===== src/rtl/adc_spi_responder_if.sv =====
// SPI pin bundle between an ADC reader (master) and the emulated ADC (slave).
// No valid/ready here: cs_n low frames a transfer, the master drives din and
// changes nothing but sclk edges; the slave changes dout only after sclk falls.
interface adc_spi_responder_if;
  logic sclk;
  logic cs_n;
  logic din;
  logic dout;
  logic dout_oe;

  modport master (output sclk, output cs_n, output din, input dout, input dout_oe);
  modport slave  (input sclk, input cs_n, input din, output dout, output dout_oe);
endinterface


===== src/rtl/adc_spi_responder.sv =====
// Emulated 8-channel 12-bit SPI ADC: decodes start/SGL/D2..D0 on din and
// returns null + DATA_W bits MSB first, all pins oversampled on clk.
module adc_spi_responder #(
  parameter int DATA_W      = 12,
  parameter int NCH         = 8,
  parameter int SYNC_STAGES = 2
) (
  input  logic                    clk,
  input  logic                    rst_n,
  adc_spi_responder_if.slave      spi,
  input  logic [NCH*DATA_W-1:0]   sample_bus,
  output logic                    busy,
  output logic                    frame_done,
  output logic                    frame_err,
  output logic [$clog2(NCH)-1:0]  last_ch,
  output logic                    last_sgl,
  output logic [2:0]              dbg_state
);
  localparam int CH_W  = $clog2(NCH);
  localparam int IDX_W = $clog2(DATA_W);

  typedef enum logic [2:0] {
    S_IDLE, S_WAIT_START, S_CMD, S_SAMPLE, S_NULLB, S_DATA, S_TRAIL
  } state_t;

  // cs_n synchroniser resets high so reset release never looks like a select
  logic [SYNC_STAGES-1:0] r_sclk_sync, r_cs_sync, r_din_sync;
  logic                   r_sclk_d;
  logic                   w_sclk_s, w_cs_s, w_din_s, w_rise, w_fall;

  always_ff @(posedge clk or negedge rst_n) begin
    if (!rst_n) begin
      r_sclk_sync <= '0;
      r_cs_sync   <= '1;
      r_din_sync  <= '0;
      r_sclk_d    <= 1'b0;
    end else begin
      r_sclk_sync <= {r_sclk_sync[SYNC_STAGES-2:0], spi.sclk};
      r_cs_sync   <= {r_cs_sync[SYNC_STAGES-2:0], spi.cs_n};
      r_din_sync  <= {r_din_sync[SYNC_STAGES-2:0], spi.din};
      r_sclk_d    <= w_sclk_s;
    end
  end

  assign w_sclk_s = r_sclk_sync[SYNC_STAGES-1];
  assign w_cs_s   = r_cs_sync[SYNC_STAGES-1];
  assign w_din_s  = r_din_sync[SYNC_STAGES-1];
  assign w_rise   = w_sclk_s & ~r_sclk_d;
  assign w_fall   = ~w_sclk_s & r_sclk_d;

  logic [DATA_W-1:0] w_ch_val [NCH];
  logic [3:0]        w_cmd;
  logic [CH_W-1:0]   w_ch;
  logic              w_sgl;
  logic [DATA_W-1:0] w_a, w_b, w_sample;
  logic [2:0]        r_cmd;

  always_comb begin
    for (int k = 0; k < NCH; k++) w_ch_val[k] = sample_bus[k*DATA_W +: DATA_W];
  end

  // Differential reading pairs channel ch with ch^1 and clamps negatives to 0
  assign w_cmd    = {r_cmd, w_din_s};
  assign w_sgl    = w_cmd[3];
  assign w_ch     = w_cmd[CH_W-1:0];
  assign w_a      = w_ch_val[w_ch];
  assign w_b      = w_ch_val[w_ch ^ CH_W'(1)];
  assign w_sample = w_sgl ? w_a : ((w_a > w_b) ? (w_a - w_b) : '0);

  state_t            r_state, w_state_n;
  logic [1:0]        r_cnt, w_cnt_n;
  logic [2:0]        w_cmd_n;
  logic [IDX_W-1:0]  r_idx, w_idx_n;
  logic [DATA_W-1:0] r_shift, w_shift_n;
  logic              r_dout, w_dout_n, r_oe, w_oe_n, r_busy, w_busy_n;
  logic              r_done, w_done_n, r_err, w_err_n, r_tdone, w_tdone_n;
  logic [CH_W-1:0]   r_last_ch, w_last_ch_n;
  logic              r_last_sgl, w_last_sgl_n;

  always_ff @(posedge clk or negedge rst_n) begin
    if (!rst_n) begin
      r_state    <= S_IDLE;
      r_cnt      <= '0;
      r_cmd      <= '0;
      r_idx      <= '0;
      r_shift    <= '0;
      r_dout     <= 1'b0;
      r_oe       <= 1'b0;
      r_busy     <= 1'b0;
      r_done     <= 1'b0;
      r_err      <= 1'b0;
      r_tdone    <= 1'b0;
      r_last_ch  <= '0;
      r_last_sgl <= 1'b0;
    end else begin
      r_state    <= w_state_n;
      r_cnt      <= w_cnt_n;
      r_cmd      <= w_cmd_n;
      r_idx      <= w_idx_n;
      r_shift    <= w_shift_n;
      r_dout     <= w_dout_n;
      r_oe       <= w_oe_n;
      r_busy     <= w_busy_n;
      r_done     <= w_done_n;
      r_err      <= w_err_n;
      r_tdone    <= w_tdone_n;
      r_last_ch  <= w_last_ch_n;
      r_last_sgl <= w_last_sgl_n;
    end
  end

  always_comb begin
    w_state_n    = r_state;
    w_cnt_n      = r_cnt;
    w_cmd_n      = r_cmd;
    w_idx_n      = r_idx;
    w_shift_n    = r_shift;
    w_dout_n     = r_dout;
    w_oe_n       = r_oe;
    w_busy_n     = r_busy;
    w_done_n     = 1'b0;
    w_err_n      = 1'b0;
    w_tdone_n    = r_tdone;
    w_last_ch_n  = r_last_ch;
    w_last_sgl_n = r_last_sgl;
    if (w_cs_s) begin
      w_state_n = S_IDLE;
      w_oe_n    = 1'b0;
      w_dout_n  = 1'b0;
      w_busy_n  = 1'b0;
      w_err_n   = (r_state == S_CMD) || (r_state == S_SAMPLE) ||
                  (r_state == S_NULLB) || (r_state == S_DATA);
    end else begin
      case (r_state)
        S_IDLE: begin
          w_state_n = S_WAIT_START;
          w_busy_n  = 1'b1;
          w_oe_n    = 1'b1;
          w_dout_n  = 1'b0;
          w_tdone_n = 1'b0;
        end
        S_WAIT_START: if (w_rise && w_din_s) begin
          w_state_n = S_CMD;
          w_cnt_n   = '0;
        end
        S_CMD: if (w_rise) begin
          w_cmd_n = w_cmd[2:0];
          w_cnt_n = r_cnt + 2'd1;
          if (r_cnt == 2'd3) begin
            w_last_sgl_n = w_sgl;
            w_last_ch_n  = w_ch;
            w_shift_n    = w_sample;
            w_state_n    = S_SAMPLE;
          end
        end
        S_SAMPLE: if (w_fall) w_state_n = S_NULLB;
        S_NULLB: if (w_fall) begin
          w_dout_n  = 1'b0;
          w_idx_n   = IDX_W'(DATA_W - 1);
          w_state_n = S_DATA;
        end
        S_DATA: if (w_fall) begin
          w_dout_n = r_shift[r_idx];
          if (r_idx == '0) w_state_n = S_TRAIL;
          else             w_idx_n   = r_idx - IDX_W'(1);
        end
        S_TRAIL: if (w_fall && !r_tdone) begin
          w_done_n  = 1'b1;
          w_tdone_n = 1'b1;
          w_dout_n  = 1'b0;
        end
        default: w_state_n = S_IDLE;
      endcase
    end
  end

  assign spi.dout    = r_dout;
  assign spi.dout_oe = r_oe;
  assign busy        = r_busy;
  assign frame_done  = r_done;
  assign frame_err   = r_err;
  assign last_ch     = r_last_ch;
  assign last_sgl    = r_last_sgl;
  assign dbg_state   = r_state;
endmodule


===== src/flat_wrapper.sv =====
// flat-port wrapper written by rule: the top's interface ports become plain ports
module adc_spi_responder_flat 
#(
  parameter int DATA_W      = 12,
  parameter int NCH         = 8,
  parameter int SYNC_STAGES = 2
)
  (clk, rst_n, sample_bus, busy, frame_done, frame_err, last_ch, last_sgl, dbg_state, spi_sclk, spi_cs_n, spi_din, spi_dout, spi_dout_oe);
  adc_spi_responder_if spi_i ();
  input  logic clk;
  input  logic rst_n;
  input  logic [NCH*DATA_W-1:0] sample_bus;
  output logic busy;
  output logic frame_done;
  output logic frame_err;
  output logic [$clog2(NCH)-1:0] last_ch;
  output logic last_sgl;
  output logic [2:0] dbg_state;
  input wire logic [$bits(spi_i.sclk)-1:0] spi_sclk;
  input wire logic [$bits(spi_i.cs_n)-1:0] spi_cs_n;
  input wire logic [$bits(spi_i.din)-1:0] spi_din;
  output wire logic [$bits(spi_i.dout)-1:0] spi_dout;
  output wire logic [$bits(spi_i.dout_oe)-1:0] spi_dout_oe;
  assign spi_i.sclk = spi_sclk;
  assign spi_i.cs_n = spi_cs_n;
  assign spi_i.din = spi_din;
  assign spi_dout = spi_i.dout;
  assign spi_dout_oe = spi_i.dout_oe;
  adc_spi_responder #(.DATA_W(DATA_W), .NCH(NCH), .SYNC_STAGES(SYNC_STAGES)) u_core (.clk(clk), .rst_n(rst_n), .spi(spi_i), .sample_bus(sample_bus), .busy(busy), .frame_done(frame_done), .frame_err(frame_err), .last_ch(last_ch), .last_sgl(last_sgl), .dbg_state(dbg_state));
endmodule

===== config.mk =====
export PLATFORM = sky130hd
export DESIGN_NAME = adc_spi_responder_flat
export DESIGN_NICKNAME = d
export VERILOG_FILES = /design/src/rtl/adc_spi_responder_if.sv /design/src/rtl/adc_spi_responder.sv /design/src/flat_wrapper.sv
export SDC_FILE = /design/constraint.sdc
export NUM_CORES = 1
export LEC_CHECK = 0
export ABC_AREA = 1
export BUFFER_PORTS_ARGS = -buffer_cell sky130_fd_sc_hd__buf_4
export CAP_MARGIN = 20
export CORE_MARGIN = 2
export CORE_UTILIZATION = 40
export CTS_CLUSTER_SIZE = 16
export DETAILED_ROUTE_END_ITERATION = 10
export GPL_TIMING_DRIVEN = 0
export PLACE_DENSITY_LB_ADDON = 0.05
export SLEW_MARGIN = 25
export SYNTH_ARGS = -nofsm -noshare
export SYNTH_HDL_FRONTEND = slang
export SYNTH_SLANG_ARGS = --single-unit

===== constraint.sdc =====
create_clock -name clk -period 3.29 [get_ports clk]
set_input_delay 0.1645 -clock clk [delete_from_list [all_inputs] [get_ports clk]]
set_output_delay 0.1645 -clock clk [all_outputs]
set_load 0.005 [all_outputs]

==> results.md <==
* Synthesized net count at 821
* Synthesized flop and latch total at 40
* DRC viols at 0
* Placer Congestion at 1.01
* Clk sinks at 40
* Final slew viol count at 0
* Via count at 5,405
* VDD IR max at 0.638 mV
* Via count of the first global-routing pass at 5,135
* Crit share post-route at 0.944
* Final core utilization at 0.532
* Full die area at 0.0116 mm^2
* Met1 Track Usage GR at 0.406
* Antenna-violating nets left at 0
* GRT Util Overall at 0.300
* Fill count at 1,093
* R2R setup slack at 0.18 ns
* EDFF count, synth at 0
* R2R Path Start: u_core.r_din_sync[1]
* Clk pin slew, worst setup/hold paths at 0.08 ns
* Crit path capture type: flop
* Sequential area share after synthesis at 0.233
* IO Pins at 113
* Hold Violations, Final at 0
* Max-cap viol count at 0
* Crit path max fanout at 10
* Routed len/inst at 17.9 um
* Areal power density over the cells at 828 mW/mm^2
* RR Endpoint: u_core.r_shift[6]
* Die Wd at 108 um
* Worst Clk Skew at 0.00888 ns
* Worst Setup EP: u_core.r_shift[6]
* Core ar. at 0.0104 mm^2
* Layout area overhead at 28.3%
* Final HPWL DP at 13,700 um
* Share of cells above drive strength 1 at 0.223
* Synthesized instance count at 705
* Worst min path class: flop to flop
* Total CTS buffers at 5
* Rel. slew slack at 0.627
* Post-CTS Setup Repair Bufs at 0
* Avg Vias per Cell at 5.60
* Pleak at 2.81 nW
* Drt pass-1 iters at 5
* CTS max path bufs at 2
* Reg2reg path depth at 17
* Worst path required time at 3.46 ns
* Grt total ovfl at 0
* DRT Wirelength at 17,200 um
* Top post-synthesis cells by area: dfrtp_1 (22%), nand2_1 (15%), o21ai_0 (11%)
* Worst-Skew Late Latency at 0.30 ns
* Area leader, netlist: dfrtp_1
* Status: complete, no violations
* Worst-margin pin slew at 0.553 ns
* Startpoint types: flop
* Global-route wire length before repair at 26,900 um
* Worst Setup SP: u_core.r_din_sync[1]
* Layer with the highest usage: met2
* Fin nets at 944
* Asr flop ratio synth at 1.00
* Buffers on Ports at 112
* CTS Root Cell: clkbuf_8
* GR Util met2 at 0.495
* Die height at 108 um
* Most used DFF post-synth: dfrtp_1
* Initial antenna violation count at 0
* Largest net degree at the start of global routing at 41
* Synth unique cells at 40
* CTS tree: built
* Arrival time at the worst endpoint at 3.27 ns
* Worst hold slack at 0.355 ns
* Number of placement rows at 37
* Fin crit period at 3.11 ns
* Finish-stage setup viols at 0
* Htree depth at 2
* Synthesized area at 0.00430 mm^2
* Yosys warns at 0
* Critical path type: flop to flop
* Met3 GRT Util at 0.0448
* Drt first-iter violations at 509
* Yosys top cell area share at 0.221
* Initial Util at 0.415
* Antenna cells at 0
* Average footprint of a synthesized cell at 6.10 um^2
* Fmax at 322 MHz
-- routing by layer --
| layer | vias up | routed length, um |
|---|---|---|
| li1 | 2594 | - |
| met1 | 2543 | 7570 |
| met2 | 237 | 7980 |
| met3 | 31 | 1310 |
| met4 | 0 | 378 |
| met5 | - | 0 |
-- cell families after synthesis --
logic type	synth area share
buf+inv	0.130
flops	0.233
simple gates	0.287
xor+xnor	0.0143
fa+ha+maj	0.0454
compound gates	0.289
-- power breakdown --
part	internal [mW]	switching (mW)	leakage, nW	total [mW]
logic	1.28	2.31	2.26	3.59
clock network	0.171	0.176	0.0445	0.346
registers	0.566	0.0644	0.505	0.630
-- how the worst min path moves through the flow --
stage,endpoint,from,cells after the start
after floorplan,u_core.dbg_state[0],rst_n,0
after global placement,u_core.r_din_sync[1],rst_n,1
after detailed placement,u_core.r_din_sync[1],rst_n,1
after CTS,u_core.r_cs_sync[1],u_core.r_cs_sync[0],0
after global routing,u_core.r_cs_sync[1],u_core.r_cs_sync[0],0
final,u_core.r_cs_sync[1],u_core.r_cs_sync[0],0
-- repair_timing --
action                                 in CTS  in global routing
endpoints found under the hold margin      41                  0
hold buffers                                4                  0
setup endpoints to repair                  12                 11
gates resized for setup                     6                 23
pin swaps                                   0                  3
-- state kept, by name (all words and copies together) (netlist names) --
signal / cells
u_core.dbg_state: 3
u_core.r_shift: 12
u_core.r_tdone: 1
u_core.r_cnt: 2
u_core.r_sclk_d: 1
u_core.r_din_sync: 2
u_core.spi.dout_oe: 1
u_core.last_ch: 3
u_core.r_cmd: 3
u_core.r_idx: 4
u_core.r_cs_sync: 2
u_core.r_sclk_sync: 2
u_core.frame_err: 1
u_core.last_sgl: 1
u_core.spi.dout: 1
u_core.frame_done: 1
-- cell usage in the layout, fill, tap and decap left out, types with 5 or more instances in the layout --
master    instances
dfrtp_1          38
inv_1            84
clkbuf_8          6
nor2_1           45
o211ai_1         31
nand2_1         169
nand3_1          48
clkbuf_1          6
clkbuf_4          5
buf_4           117
ha_1             12
a21oi_1          74
o21ai_0          95
inv_2             5
buf_2            20
a22oi_1           6
nand4_1           7
-- cells in the mapped netlist, types with 7 or more instances --
| cell type | number |
|---|---|
| nor2_1 | 46 |
| nand3_1 | 48 |
| inv_1 | 84 |
| a21oi_1 | 74 |
| dfrtp_1 | 38 |
| o211ai_1 | 31 |
| nand4_1 | 7 |
| o21ai_0 | 96 |
| ha_1 | 14 |
| buf_2 | 27 |
| nand2_1 | 171 |
| clkbuf_1 | 7 |
-- through the flow --
| stage | cell area (um^2) | worst slack, ns | setup TNS (ns) | instances | total power, mW |
|---|---|---|---|---|---|
| 2_1_floorplan | 4300 | 0.753 | 0 | 705 | 3.03 |
| 3_3_place_gp | 5310 | -0.349 | -2.87 | 953 | 4.01 |
| 3_5_place_dp | 5310 | -0.354 | -2.87 | 953 | 4.05 |
| 4_1_cts | 5460 | 0.00529 | 0 | 965 | 4.43 |
| 5_1_grt | 5520 | -0.00456 | -0.00456 | 965 | 5.01 |
| 6_report | 5520 | 0.184 | 0 | 965 | 4.57 |
-- worst max-delay path, stage by stage (launching register included) --
cell and delay (ns):
dfrtp_1 0.37, buf_4 0.17, inv_2 0.11, clkbuf_4 0.23, buf_4 0.21, o21ai_0 0.16, a31oi_4 0.21, ha_2 0.22
inv_1 0.07, fa_1 0.39, nand2_2 0.11, a21oi_4 0.09, nand3_1 0.08, nand3_1 0.13, nand2_2 0.13, inv_1 0.07
nand2_2 0.11, o21ai_0 0.10
-- cell type report --
class                           instances  area, um^2  area share
Inverter                               92         350      0.0635
Tap cell                              136         170      0.0308
Timing Repair Buffer                  116         881       0.160
Clock inverter                          1        7.51     0.00136
Sequential cell                        40        1000       0.182
Clock buffer                            7        86.3      0.0156
Buffer                                 40         244      0.0442
Multi-Input combinational cell        533        2780       0.503
Note: power is estimated with default switching activity, not from simulation.
